$ cat src/rtl/maze_pkg.sv
// Shared encodings and helpers for the depth-first maze controller:
// move directions, controller states and single-step neighbour arithmetic.
package maze_pkg;

   localparam int MAZE_DIM = 16;

   localparam logic [1:0] DIR_U = 2'd0;
   localparam logic [1:0] DIR_R = 2'd1;
   localparam logic [1:0] DIR_L = 2'd2;
   localparam logic [1:0] DIR_D = 2'd3;

   typedef enum logic [2:0] {
      S_IDLE, S_CHK0, S_MARK, S_PROBE, S_POP, S_REPLAY, S_DONE, S_FAIL
   } state_t;

   typedef struct packed {
      logic       ok;
      logic [3:0] x;
      logic [3:0] y;
   } step_t;

   // The encoding is chosen so that U<->D and R<->L are bitwise complements.
   function automatic logic [1:0] opposite(input logic [1:0] d);
      return ~d;
   endfunction

   // ok is low when the step would leave the grid; x/y then hold the wrapped value.
   function automatic step_t step(input logic [3:0] x, input logic [3:0] y,
                                  input logic [1:0] d);
      step_t s;
      s.ok = 1'b1;
      s.x  = x;
      s.y  = y;
      case (d)
         DIR_U: begin s.ok = (y != 4'(MAZE_DIM - 1)); s.y = y + 4'd1; end
         DIR_R: begin s.ok = (x != 4'(MAZE_DIM - 1)); s.x = x + 4'd1; end
         DIR_L: begin s.ok = (x != 4'd0);             s.x = x - 4'd1; end
         default: begin s.ok = (y != 4'd0);           s.y = y - 4'd1; end
      endcase
      return s;
   endfunction

endpackage

$ cat src/rtl/dir_stack.sv
// LIFO of 2-bit moves holding the current DFS path, with an extra indexed
// read port so the finished path can be replayed from the bottom.
module dir_stack #(
   parameter int DEPTH = 256
) (
   input  logic                         clk,
   input  logic                         rst,
   input  logic                         push,
   input  logic                         pop,
   input  logic [1:0]                   push_dir,
   output logic [1:0]                   top,
   output logic                         empty,
   output logic                         full,
   output logic [$clog2(DEPTH+1)-1:0]   count,
   input  logic [$clog2(DEPTH)-1:0]     rd_idx,
   output logic [1:0]                   rd_data
);

   localparam int IW = $clog2(DEPTH);
   localparam int NW = $clog2(DEPTH + 1);

   logic [1:0]    mem [DEPTH];
   logic [NW-1:0] top_ptr;

   assign empty   = (count == '0);
   assign full    = (count == NW'(DEPTH));
   assign top_ptr = count - NW'(1);
   assign top     = mem[top_ptr[IW-1:0]];
   assign rd_data = mem[rd_idx];

   // Entries need no reset; only the fill level defines what is valid.
   always_ff @(posedge clk) begin
      if (push && !full) begin
         mem[count[IW-1:0]] <= push_dir;
      end
   end

   always_ff @(posedge clk or negedge rst) begin
      if (!rst) begin
         count <= '0;
      end else if (push && !full) begin
         count <= count + NW'(1);
      end else if (pop && !empty) begin
         count <= count - NW'(1);
      end
   end

endmodule

$ cat src/rtl/maze_dfs_ctrl.sv
// Depth-first rat-in-maze controller: explores the 16x16 maze memory from (0,0),
// marks visited cells, backtracks via dir_stack and streams the solution moves.
module maze_dfs_ctrl
   import maze_pkg::*;
#(
   parameter int DEPTH  = 256,
   parameter int GOAL_X = 15,
   parameter int GOAL_Y = 15
) (
   input  logic       clk,
   input  logic       rst,
   input  logic       start,
   output logic [3:0] X,
   output logic [3:0] Y,
   output logic       read,
   output logic       write,
   output logic       d_in,
   input  logic       mode,
   output logic       busy,
   output logic       done,
   output logic       fail,
   output logic       move_valid,
   input  logic       move_ready,
   output logic [1:0] move_dir
);

   localparam int IW = $clog2(DEPTH);
   localparam int NW = $clog2(DEPTH + 1);

   state_t        state;
   logic [3:0]    cx, cy;
   logic [1:0]    dir;
   logic [IW-1:0] ri;

   logic          push, pop, empty, full, probe_free, at_goal, last_move;
   logic [1:0]    top, rd_data;
   logic [NW-1:0] count;
   logic [IW-1:0] rd_idx;
   step_t         first_probe, next_probe, back_cell, back_probe;

   dir_stack #(.DEPTH(DEPTH)) u_stack (
      .clk      (clk),
      .rst      (rst),
      .push     (push),
      .pop      (pop),
      .push_dir (dir),
      .top      (top),
      .empty    (empty),
      .full     (full),
      .count    (count),
      .rd_idx   (rd_idx),
      .rd_data  (rd_data)
   );

   // mode is only meaningful while read is high, so every use is gated by read.
   always_comb begin
      probe_free  = (state == S_PROBE) && read && (mode == 1'b0);
      push        = probe_free && !full;
      pop         = (state == S_POP) && !empty;
      first_probe = step(cx, cy, DIR_U);
      next_probe  = step(cx, cy, dir + 2'd1);
      back_cell   = step(cx, cy, opposite(top));
      back_probe  = step(back_cell.x, back_cell.y, top + 2'd1);
      at_goal     = (cx == 4'(GOAL_X)) && (cy == 4'(GOAL_Y));
      last_move   = (NW'(ri) + NW'(1)) == count;
      rd_idx      = (state == S_REPLAY) ? ri + IW'(1) : '0;
   end

   // X/Y/read/write are loaded one cycle ahead so they are valid for the whole state.
   always_ff @(posedge clk or negedge rst) begin
      if (!rst) begin
         state      <= S_IDLE;
         cx         <= '0;
         cy         <= '0;
         dir        <= DIR_U;
         ri         <= '0;
         X          <= '0;
         Y          <= '0;
         read       <= 1'b0;
         write      <= 1'b0;
         d_in       <= 1'b0;
         busy       <= 1'b0;
         done       <= 1'b0;
         fail       <= 1'b0;
         move_valid <= 1'b0;
         move_dir   <= DIR_U;
      end else begin
         case (state)
            S_IDLE: begin
               if (start) begin
                  state <= S_CHK0;
                  busy  <= 1'b1;
                  read  <= 1'b1;
                  d_in  <= 1'b1;
                  X     <= '0;
                  Y     <= '0;
                  cx    <= '0;
                  cy    <= '0;
               end
            end
            S_CHK0: begin
               read <= 1'b0;
               if (mode == 1'b0) begin
                  state <= S_MARK;
                  write <= 1'b1;
               end else begin
                  state <= S_FAIL;
                  fail  <= 1'b1;
                  busy  <= 1'b0;
               end
            end
            S_MARK: begin
               write <= 1'b0;
               if (at_goal && count == '0) begin
                  state <= S_DONE;
                  done  <= 1'b1;
                  busy  <= 1'b0;
               end else if (at_goal) begin
                  state      <= S_REPLAY;
                  ri         <= '0;
                  move_valid <= 1'b1;
                  move_dir   <= rd_data;
               end else begin
                  state <= S_PROBE;
                  dir   <= DIR_U;
                  X     <= first_probe.x;
                  Y     <= first_probe.y;
                  read  <= first_probe.ok;
               end
            end
            S_PROBE: begin
               if (probe_free) begin
                  read <= 1'b0;
                  if (full) begin
                     state <= S_FAIL;
                     fail  <= 1'b1;
                     busy  <= 1'b0;
                  end else begin
                     state <= S_MARK;
                     cx    <= X;
                     cy    <= Y;
                     write <= 1'b1;
                  end
               end else if (dir == DIR_D) begin
                  state <= S_POP;
                  read  <= 1'b0;
                  X     <= cx;
                  Y     <= cy;
               end else begin
                  dir  <= dir + 2'd1;
                  X    <= next_probe.x;
                  Y    <= next_probe.y;
                  read <= next_probe.ok;
               end
            end
            S_POP: begin
               if (empty || !back_cell.ok) begin
                  state <= S_FAIL;
                  fail  <= 1'b1;
                  busy  <= 1'b0;
               end else begin
                  cx <= back_cell.x;
                  cy <= back_cell.y;
                  if (top == DIR_D) begin
                     X <= back_cell.x;
                     Y <= back_cell.y;
                  end else begin
                     state <= S_PROBE;
                     dir   <= top + 2'd1;
                     X     <= back_probe.x;
                     Y     <= back_probe.y;
                     read  <= back_probe.ok;
                  end
               end
            end
            S_REPLAY: begin
               if (move_ready) begin
                  if (last_move) begin
                     state      <= S_DONE;
                     move_valid <= 1'b0;
                     done       <= 1'b1;
                     busy       <= 1'b0;
                  end else begin
                     ri       <= ri + IW'(1);
                     move_dir <= rd_data;
                  end
               end
            end
            S_DONE, S_FAIL: begin
               read       <= 1'b0;
               write      <= 1'b0;
               move_valid <= 1'b0;
               busy       <= 1'b0;
            end
            default: state <= S_IDLE;
         endcase
      end
   end

endmodule

$ cat config.mk
export PLATFORM = sky130hd
export DESIGN_NAME = maze_dfs_ctrl
export DESIGN_NICKNAME = d
export VERILOG_FILES = /design/src/rtl/maze_pkg.sv /design/src/rtl/dir_stack.sv /design/src/rtl/maze_dfs_ctrl.sv
export SDC_FILE = /design/constraint.sdc
export NUM_CORES = 1
export LEC_CHECK = 0
export ABC_CLOCK_PERIOD_IN_PS = 16400
export BUFFER_PORTS_ARGS = -buffer_cell sky130_fd_sc_hd__buf_2
export CORE_UTILIZATION = 40
export DETAILED_ROUTE_END_ITERATION = 12
export GPL_ROUTABILITY_DRIVEN = 0
export SLEW_MARGIN = 20
export SYNTH_ARGS = -nofsm -noshare
export SYNTH_HDL_FRONTEND = slang
export SYNTH_SLANG_ARGS = --single-unit
$ cat constraint.sdc
create_clock -name clk -period 16.4 [get_ports clk]
set_input_delay 3.28 -clock clk [delete_from_list [all_inputs] [get_ports clk]]
set_output_delay 3.28 -clock clk [all_outputs]
set_load 0.1 [all_outputs]
# Yosys cells after proc, flatten, opt, wreduce, memory -nomap -nowiden
# Memory sizes are Yosys's and may differ from the RTL's.
# Index checks and enable logic that the tools add are counted.
[word_totals]
regBits = 47
latchBits = 0
mem_bits_rw = 512
mem_bits_ro = 0
output_inout_bits = 17
memories = 1
[op_classes]
n_addsub = 14
mul = 0
div = 0
order_cmp = 0
n_eq_ne = 43
shifts = 0
mux = 98
n_bitwise = 2
n_reduce_logical = 49
[memory_table]
columns = ["name", "words", "word_bits", "rd", "rd_ports_with_merged_regs", "wr", "line_no", "source"]
rows = [
  ["u_stack.mem", 256, 2, 2, 0, 1, "dir_stack.sv:22", "logic [1:0] mem [DEPTH];"],
]
[op_table]
columns = ["op", "count"]
rows = [
  ["$mux 4", 19],
  ["$pmux 4 s2", 6],
  ["$mux 8", 5],
  ["$mux 3", 11],
  ["$ne 2x2->1 const B", 16],
  ["$pmux 4 s4", 2],
  ["$mux 1", 28],
  ["$pmux 4 s3", 2],
  ["$mux 2", 10],
  ["$reduce_and 5->1", 4],
  ["$reduce_bool 4->1", 5],
  ["$mux 9", 2],
  ["$pmux 1 s3", 6],
  ["$pmux 3 s6", 1],
  ["$reduce_and 6->1", 3],
  ["$add 4x1->4 const B", 4],
  ["$ne 4x4->1 const B", 4],
  ["$pmux 8 s2", 1],
  ["$sub 4x1->4 const B", 4],
  ["$reduce_bool 3->1", 5],
  ["$eq 3x3->1 const B", 4],
  ["$eq 2x2->1 const B", 5],
  ["$add 8x1->9 const B", 1],
  ["$add 9x1->9 const B", 1],
  ["34 further kinds", 57],
]

# Depth between registers and ports, before layout
# Gate-level depths: netlist of run 1.
# An unclocked memory read counts as a cell.
[logic_depth]
depth_word = 11
mapped_depth = 29
mapped_depth_nobuf = 21

# Modules after synthesis
# Synthesis of run 1 repeated with hierarchy kept, for this count alone.
[hier_totals]
hier_cells = 2072
hier_area_um2 = 29418.2
[modules_own_cells]
columns = ["module", "instances", "cells_per_inst", "area_per_inst_um2", "seq_area_each_um2"]
rows = [
  ["dir_stack", 1, 1601, 25768.5, 15600.0],
  ["maze_dfs_ctrl", 1, 471, 3649.8, 950.9],
]

# Worst setup path before layout of run 1
# Ideal clock, no wire load.
[synth_timing]
kind = "flip-flop to flip-flop"
start = "register u_stack.count[0]"
end = "register X[3]"
setup_ps = 69
arrival_ps = 6160
setup_slack_ps = 10170
stages_incl_launch_ff = 29
path_buffers = 9
cell_sequence = "dfrtp_1 buf_6 buf_12 buf_6 inv_1 buf_2 ha_1 buf_2 buf_2 clkbuf_1 clkbuf_1 mux4_2 mux4_2 a211oi_1 a21oi_1 mux4_2 inv_2 ha_1 clkbuf_1 inv_1 o221ai_1 nand2_1 o21ai_0 ha_1 a21oi_1 xnor2_1 and3_1 o31ai_1 a22o_1"
[synth_between]
elab_chain_len = 10
word_cells_on_any_way = 25
[synth_lines]
columns = ["element", "line_no", "source"]
rows = [
  ["start, declared", "dir_stack.sv:14", "output logic [$clog2(DEPTH+1)-1:0] count,"],
  ["start signal, assigned", "dir_stack.sv:42", "count <= count + NW'(1);"],
  ["start signal, assigned", "dir_stack.sv:44", "count <= count - NW'(1);"],
  ["$sub 9x1->9", "dir_stack.sv:27", "assign top_ptr = count - NW'(1);"],
  ["$mem_v2 256x2", "n/a", ""],
  ["$not 2->2", "maze_pkg.sv:24", "return ~d;"],
  ["$eq 2x2->1 or $eq 2x1->1 (tied branches)", "maze_pkg.sv:34", "case (d)"],
  ["$pmux 4 s2", "maze_pkg.sv:34", ""],
  ["$sub 4x1->4 or $add 4x1->4 (tied branches)", "maze_pkg.sv:37, maze_pkg.sv:36", ""],
  ["$pmux 4 s2", "maze_pkg.sv:34", ""],
  ["$mux 4", "maze_dfs_ctrl.sv:164", "if (top == DIR_D) begin"],
  ["$mux 4", "maze_dfs_ctrl.sv:157", "if (empty || !back_cell.ok) begin"],
  ["$pmux 4 s4", "maze_dfs_ctrl.sv:88", "case (state)"],
  ["end signal, assigned", "maze_dfs_ctrl.sv:151", "X <= next_probe.x;"],
  ["end signal, assigned", "maze_dfs_ctrl.sv:165", "X <= back_cell.x;"],
  ["end signal, assigned", "maze_dfs_ctrl.sv:170", "X <= back_probe.x;"],
  ["end, declared", "maze_dfs_ctrl.sv:13", "output logic [3:0] X,"],
]
# Parallel ways exist; a longest one is shown, timed or not. The select of a mux whose other input is x is not followed.
# A chain may end at the register's enable or synchronous reset.

# Final worst setup path of run 1
[layout_timing]
start = "register u_stack.count[0]"
end = "register dir[1]"
[layout_between]
elab_chain_len = 9
word_cells_on_any_way = 20
[layout_lines]
columns = ["element", "line_no", "source"]
rows = [
  ["$sub 9x1->9", "dir_stack.sv:27", ""],
  ["$mem_v2 256x2", "n/a", ""],
  ["$not 2->2", "maze_pkg.sv:24", ""],
  ["$eq 2x2->1, or another cell as far along", "maze_pkg.sv:34", ""],
  ["$pmux 1 s3", "maze_pkg.sv:34", ""],
  ["$logic_not 1->1", "maze_dfs_ctrl.sv:157", ""],
  ["$logic_or 1x1->1", "maze_dfs_ctrl.sv:157", ""],
  ["$ne 2x2->1 (no source line)", "n/a", ""],
  ["$reduce_and 7->1 (no source line)", "n/a", ""],
  ["end signal, assigned", "maze_dfs_ctrl.sv:150", "dir <= dir + 2'd1;"],
  ["end signal, assigned", "maze_dfs_ctrl.sv:169", "dir <= top + 2'd1;"],
  ["end, declared", "maze_dfs_ctrl.sv:32", "logic [1:0] dir;"],
]
# Parallel ways exist; a longest one is shown, timed or not. The select of a mux whose other input is x is not followed.

==> impl_metrics.env, run 1 <==
export IMPL_outcome="complete, no violations"
export IMPL_finalCriticalPeriod_ns=8.095
export IMPL_ys_ff_latch=559
export IMPL_cap_violations=0
export IMPL_ios=22
export IMPL_dp_hpwl_um=62290
export IMPL_overflow=0
export IMPL_synthCells=2304
export IMPL_hold_end="d_in"
export IMPL_yosysMostFrequentCell="edfxtp_1"
export IMPL_cts_max_path_buffers=3
export IMPL_netlist_area_mm2=0.02988
export IMPL_peakVddDrop_mv=0.1668
export IMPL_synth_area_top_cells="edfxtp_1 51%, mux4_2 10%, nor2_1 4.3%"
export IMPL_yosys_warnings=0
export IMPL_synth_net_count=2334
export IMPL_path_max_fanout=54
export IMPL_whs_path_depth=1
export IMPL_dr_pass1_iters=6
export IMPL_relSlewSlack=0.1602
export IMPL_root_buffer="clkbuf_16"
export IMPL_worst_pin_slew_ns=1.255
export IMPL_power_switching_mw=3.265
export IMPL_num_rows=99
export IMPL_ant_nets=0
export IMPL_holdBufCountCts=0
export IMPL_r2r_end="dir[1]"
export IMPL_cts_sinks=559
export IMPL_critPathMaxStageDelay_ns=0.88
export IMPL_cts_setup_buffers=0
export IMPL_core_mm2=0.07345
export IMPL_drv_slew=0
export IMPL_grt_setup_unrepaired="false"
export IMPL_r2r_cells=18
export IMPL_ys_seq_area_frac=0.5540
export IMPL_drt_iter0_markers=2853
export IMPL_finalSetupViolations=0
export IMPL_routed_via_density=6.725
export IMPL_intPower_mw=4.034
export IMPL_r2r_setup_slack_ns=8.30
export IMPL_pwr_share_clk=0.192
export IMPL_htreeDepth=2
export IMPL_cts_tree="built"
export IMPL_cp_data_required_time_ns=16.95
export IMPL_grt_usage=0.2685
export IMPL_cp_slowest_cell="dfrtp_4"
export IMPL_cts_resized=0
export IMPL_final_cell_area_mm2=0.03288
export IMPL_finalWirelength_um=102000
export IMPL_vias=21840
export IMPL_leakage_nw=10.46
export IMPL_place_area_mm2=0.03084
export IMPL_worstHoldStart="d_in"
export IMPL_drc=0
export IMPL_synth_cell_type_count=97
export IMPL_timing_rr_start="u_stack.count[0]"
export IMPL_fin_setup_tns_ns=0
export IMPL_cp_end_kind="flip-flop"
export IMPL_grt_max_degree=115
export IMPL_setup_worst_path_class="flip-flop to flip-flop"
export IMPL_cp_start_kind="flip-flop"
export IMPL_drive_gt1_frac=0.1713
export IMPL_async_reset_ff_frac=0.08408
export IMPL_worstHoldPathType="flip-flop to flip-flop"
export IMPL_combPwrFrac=0.536
export IMPL_die_w_um=275.3
export IMPL_syn_area_per_cell_um2=12.97
export IMPL_dieArea_mm2=0.07579
export IMPL_power_density_mw_per_mm2=222.0
export IMPL_post_route_period_util=0.4936
export IMPL_grt_pass1_vias=21640
export IMPL_wl_per_cell_um=31.42
export IMPL_synth_edf_count=512
export IMPL_area_delta_synth_final_pct=10.06
export IMPL_synth_common_cells="512 x edfxtp_1, 343 x nor2_1, 154 x nand2_1"
export IMPL_cp_common_cell="nor2_1"
export IMPL_antenna_found_initial=1
export IMPL_antenna_cells=0
export IMPL_grt_pass1_wl_um=148500
export IMPL_clkLatencyLatePin_ns=0.65
export IMPL_initial_utilization=0.4067
export IMPL_cp_arrival_ns=8.65
export IMPL_io_buffer_count=21
export IMPL_cts_inserted_buffers=61
export IMPL_p_seq_frac=0.272
export IMPL_synthDominantCellAreaShare=0.5146
export IMPL_final_hold_violation_count=0
export IMPL_skew_ns=0.02058
export IMPL_p_sw_frac=0.4474
export IMPL_die_h_um=275.3
export IMPL_ys_flop_type="edfxtp_1"
export IMPL_worstPathCellList="inv_1, ha_4, buf_4, mux4_1, mux4_2, nor2_1, a2111oi_4, nor4bb_2, nor2_1, inv_1, ha_1, a21oi_1, o21ai_0, nand3_1, a21boi_0, and3_1, nor2_1, a21oi_1"
export IMPL_yosys_area_top_type="edfxtp_1"
export IMPL_clk_transition_reported_paths_ns=0.06
export IMPL_nets=2268
export IMPL_clock_fmax_ghz=0.1235
-- worst max-delay path by stage --
stage / startpoint / to / slack [ns] / cells after the start
3_3_place_gp: u_stack.count[0] / dir[0] / 8.58 / 18
6_report: u_stack.count[0] / dir[1] / 8.30 / 18
2_1_floorplan: u_stack.count[0] / X[3] / 10.17 / 28
3_5_place_dp: u_stack.count[0] / dir[1] / 8.51 / 18
4_1_cts: u_stack.count[0] / dir[1] / 8.50 / 18
5_1_grt: u_stack.count[0] / dir[1] / 7.82 / 19
-- sequential cells by signal (all words and copies together) (netlist names), 2 cells and up --
| name | count |
|---|---|
| state | 3 |
| X | 4 |
| u_stack.mem | 512 |
| ri | 8 |
| move_dir | 2 |
| cx | 4 |
| dir | 2 |
| u_stack.count | 9 |
| cy | 4 |
| Y | 4 |
-- through the flow --
step                      hold slack [ns]  std cells  power (mW)    util  setup slack, ns
after floorplan                    0.5450       2304       4.735       -            10.17
after global placement             0.4590       3134       5.765  0.4199            8.584
after detailed placement           0.4547       3134       5.826  0.4199            8.508
after CTS                          0.4700       3248       7.219  0.4476            8.503
after global routing               0.4879       3248       7.566  0.4477            7.822
final                              0.4650       3248       7.299  0.4477            8.305
-- logic make-up after synthesis --
group,count (synthesis),share of synthesized area
XOR/XNOR,38,0.01265
AO/OA/AOI/OAI,467,0.1127
flip-flops,559,0.5540
multiplexers,290,0.1711
adder cells (fa/ha/maj),25,0.01097
AND/OR/NAND/NOR,701,0.1042
buffers and inverters,224,0.03434
-- worst max-delay path: cells and delay by family, from the launching register on --
kind            cells  cell delay [ns]
flops               1             0.88
mux                 2             0.98
buf+inv             3             1.45
fa+ha+maj           2             1.12
simple gates        6             1.79
compound gates      5             1.68
-- cell type report --
cell class              count  area [µm²]
clock buffers              84        1704
repair buffers             70       505.5
clock inverters            30       327.8
flip-flops and latches    559       16570
fillers                  6571       40570
multi-input cells        1521       12490
inverters                  25       93.84
well taps                 959        1200
-- routing by layer --
layer / GRT usage / vias up / routed length (µm)
met4: 0.1194 / 2 / 4928
met1: 0.3541 / 11130 / 39230
met3: 0.05446 / 269 / 10470
met5: 0 / - / 17
li1: - / 8993 / -
met2: 0.4289 / 1447 / 47410
-- placed cells by master (no fill, tap or decap), drive strengths merged, types with 23 or more instances in the layout --
master and count:
mux4 163, clkbuf 84, nor2 344, buf 70
edfxtp 512, o21ai 66, a31oi 27, ha 23
o211ai 38, mux2i 81, nor3 32, o221ai 59
a21oi 67, nand3 65, dfrtp 47, clkinv 25
inv 23, o22ai 33, mux2 46, nand2 155
xnor2 26
-- power by group through the flow --
stage	Combinational [mW]	Clock, mW	Sequential [mW]
detailed placement	3.81	0	2.01
CTS	3.82	1.41	1.98
global route	4.11	1.46	2.00
finish	3.91	1.40	1.99
floorplan	2.65	0	2.09
global placement	3.75	0	2.01
No activity file was read; power rests on OpenSTA's default activity.
==> run 2: changes to the inputs <==
- ABC_CLOCK_PERIOD_IN_PS: 16400 -> 7800
- clock period: 16.4 -> 7.8 ns (I/O delays scaled with it)
==> impl_metrics.env, run 2 (synthesis gave the netlist of run 1 again) <==
export IMPL_cts_max_path_buffers=3
export IMPL_cts_sinks=559
export IMPL_combPwrFrac=0.533
export IMPL_num_rows=99
export IMPL_final_hold_violation_count=0
export IMPL_cts_inserted_buffers=59
export IMPL_critPathMaxStageDelay_ns=0.74
export IMPL_final_common_cell="edfxtp_1"
export IMPL_grt_pass1_vias=21540
export IMPL_grt_usage=0.2683
export IMPL_grt_max_degree=117
export IMPL_nets=2278
export IMPL_peakVddDrop_mv=0.4816
export IMPL_drc=0
export IMPL_holdBufCountCts=0
export IMPL_power_density_mw_per_mm2=470.2
export IMPL_crit_start="u_stack.count[2]"
export IMPL_r2r_end="X[3]"
export IMPL_drive_gt1_frac=0.1803
export IMPL_cp_num_buf_inv=0
export IMPL_die_w_um=275.3
export IMPL_clkLatencyLatePin_ns=0.66
export IMPL_relSlewSlack=0.1856
export IMPL_cp_data_required_time_ns=8.37
export IMPL_leakage_nw=10.55
export IMPL_post_route_period_util=0.8723
export IMPL_crit_path_end="X[3]"
export IMPL_cts_setup_buffers=0
export IMPL_worstPathCellList="or4_4, nand2_4, mux4_2, nor2b_1, a211oi_1, a21oi_1, mux4_2, ha_1, nor2_1, a21oi_1, ha_1, a21o_1, a21oi_1, xnor2_1, and3_1, o31ai_1, a22o_1"
export IMPL_clock_fmax_ghz=0.1470
export IMPL_post_route_util=0.4504
export IMPL_p_seq_frac=0.268
export IMPL_cp_arrival_ns=7.38
export IMPL_dp_hpwl_um=63660
export IMPL_intPower_mw=8.674
export IMPL_power_switching_mw=6.883
export IMPL_r2r_cells=17
export IMPL_io_buffer_count=21
export IMPL_root_buffer="clkbuf_16"
export IMPL_overflow=0
export IMPL_largest_reg_flops=512
export IMPL_htreeDepth=2
export IMPL_initial_utilization=0.4067
export IMPL_ios=22
export IMPL_dieArea_mm2=0.07579
export IMPL_drv_slew=0
export IMPL_outcome="complete, no violations"
export IMPL_finalWirelength_um=101200
export IMPL_grt_setup_unrepaired="false"
export IMPL_finalCriticalPeriod_ns=6.804
export IMPL_mostFrequentLayoutCells="512 x edfxtp_1, 340 x nor2_1, 149 x nand2_1, 133 x mux4_2, 81 x mux2i_1"
export IMPL_setup_worst_path_class="flip-flop to flip-flop"
export IMPL_cts_tree="built"
export IMPL_routed_via_density=6.735
export IMPL_cts_resized=0
export IMPL_cp_common_cell="a21oi_1"
export IMPL_ant_nets=0
export IMPL_p_sw_frac=0.4424
export IMPL_antenna_found_initial=2
export IMPL_worst_pin_slew_ns=1.216
export IMPL_fin_setup_tns_ns=0
export IMPL_cp_num_cells=17
export IMPL_fill_cells=6485
export IMPL_critPathTopFamily="compound AO/OA/AOI/OAI gates"
export IMPL_cp_start_kind="flip-flop"
export IMPL_pwr_share_clk=0.199
export IMPL_drt_iter0_markers=3298
export IMPL_worstHoldPathType="flip-flop to flip-flop"
export IMPL_path_max_fanout=22
export IMPL_core_mm2=0.07345
export IMPL_wl_per_cell_um=31.08
export IMPL_r2r_setup_slack_ns=1.0
export IMPL_cp_end_kind="flip-flop"
export IMPL_cap_violations=0
export IMPL_area_delta_synth_final_pct=10.74
export IMPL_dr_pass1_iters=6
export IMPL_skew_ns=0.02309
export IMPL_timing_rr_start="u_stack.count[2]"
export IMPL_die_h_um=275.3
export IMPL_cp_slowest_cell="dfrtp_1"
export IMPL_vias=21930
export IMPL_clk_transition_reported_paths_ns=0.06
export IMPL_grt_pass1_wl_um=148600
export IMPL_finalSetupViolations=0
run 2: cell count changes in the layout (fill, tap and decap cells not counted), sizes merged:
cell      delta
clkbuf      -16
buf         +12
clkinvlp     +8
bufinv       +7
clkinv       -5
diode        +1
inv          +1
run 2: power groups by stage:
stage / Sequential [mW] / Clock, mW / Combinational (mW)
finish: 4.17 / 3.09 / 8.29
global route: 4.20 / 3.23 / 8.73
CTS: 4.16 / 3.12 / 8.11
detailed placement: 4.22 / 0 / 8.08
global placement: 4.21 / 0 / 7.95
floorplan: 4.39 / 0 / 5.57
run 2: how the worst min path moves through the flow:
stage                     startpoint  slack [ns]  depth (start not counted)    end
after global placement          d_in        0.46                          1   d_in
final                           done        0.47                          1   done
after global routing            done        0.51                          1   done
after floorplan                ri[1]        0.55                          1  ri[1]
after detailed placement        done        0.46                          1   done
after CTS                       done        0.48                          1   done
run 2: final cells by class:
class,count,area (µm²),share of cell area
diodes,1,2.502,0.00007564
clock buffers,68,1540,0.04655
well taps,959,1200,0.03627
repair buffers,82,591.8,0.01789
clock inverters,41,588.1,0.01777
multi-input cells,1521,12500,0.3779
inverters,25,93.84,0.002836
flip-flops and latches,559,16570,0.5007
run 2: worst reg2reg max path, cell delays in order (launching register included):
cell and delay [ns]:
dfrtp_1 0.74, or4_4 0.73, nand2_4 0.54, mux4_2 0.66, nor2b_1 0.16, a211oi_1 0.51
a21oi_1 0.22, mux4_2 0.67, ha_1 0.64, nor2_1 0.11, a21oi_1 0.40, ha_1 0.32
a21o_1 0.16, a21oi_1 0.18, xnor2_1 0.10, and3_1 0.20, o31ai_1 0.24, a22o_1 0.17
run 2: routing by layer:
| layer | GRT usage | share of wire |
|---|---|---|
| met3 | 0.06037 | 0.11 |
| met2 | 0.4092 | 0.44 |
| met4 | 0.1397 | 0.061 |
| met5 | 0.01629 | 0.0010 |
| met1 | 0.3574 | 0.38 |
run 2: stage by stage:
stage	power [mW]	hold WS [ns]	area, µm²	instances	worst slack [ns]
detailed placement	12.31	0.4614	30950	3146	1.173
finish	15.56	0.4689	33080	3256	0.9957
floorplan	9.955	0.5450	29880	2304	1.570
global placement	12.16	0.4570	30930	3145	1.167
CTS	15.40	0.4784	33080	3255	1.163
global route	16.15	0.5068	33080	3255	0.7534
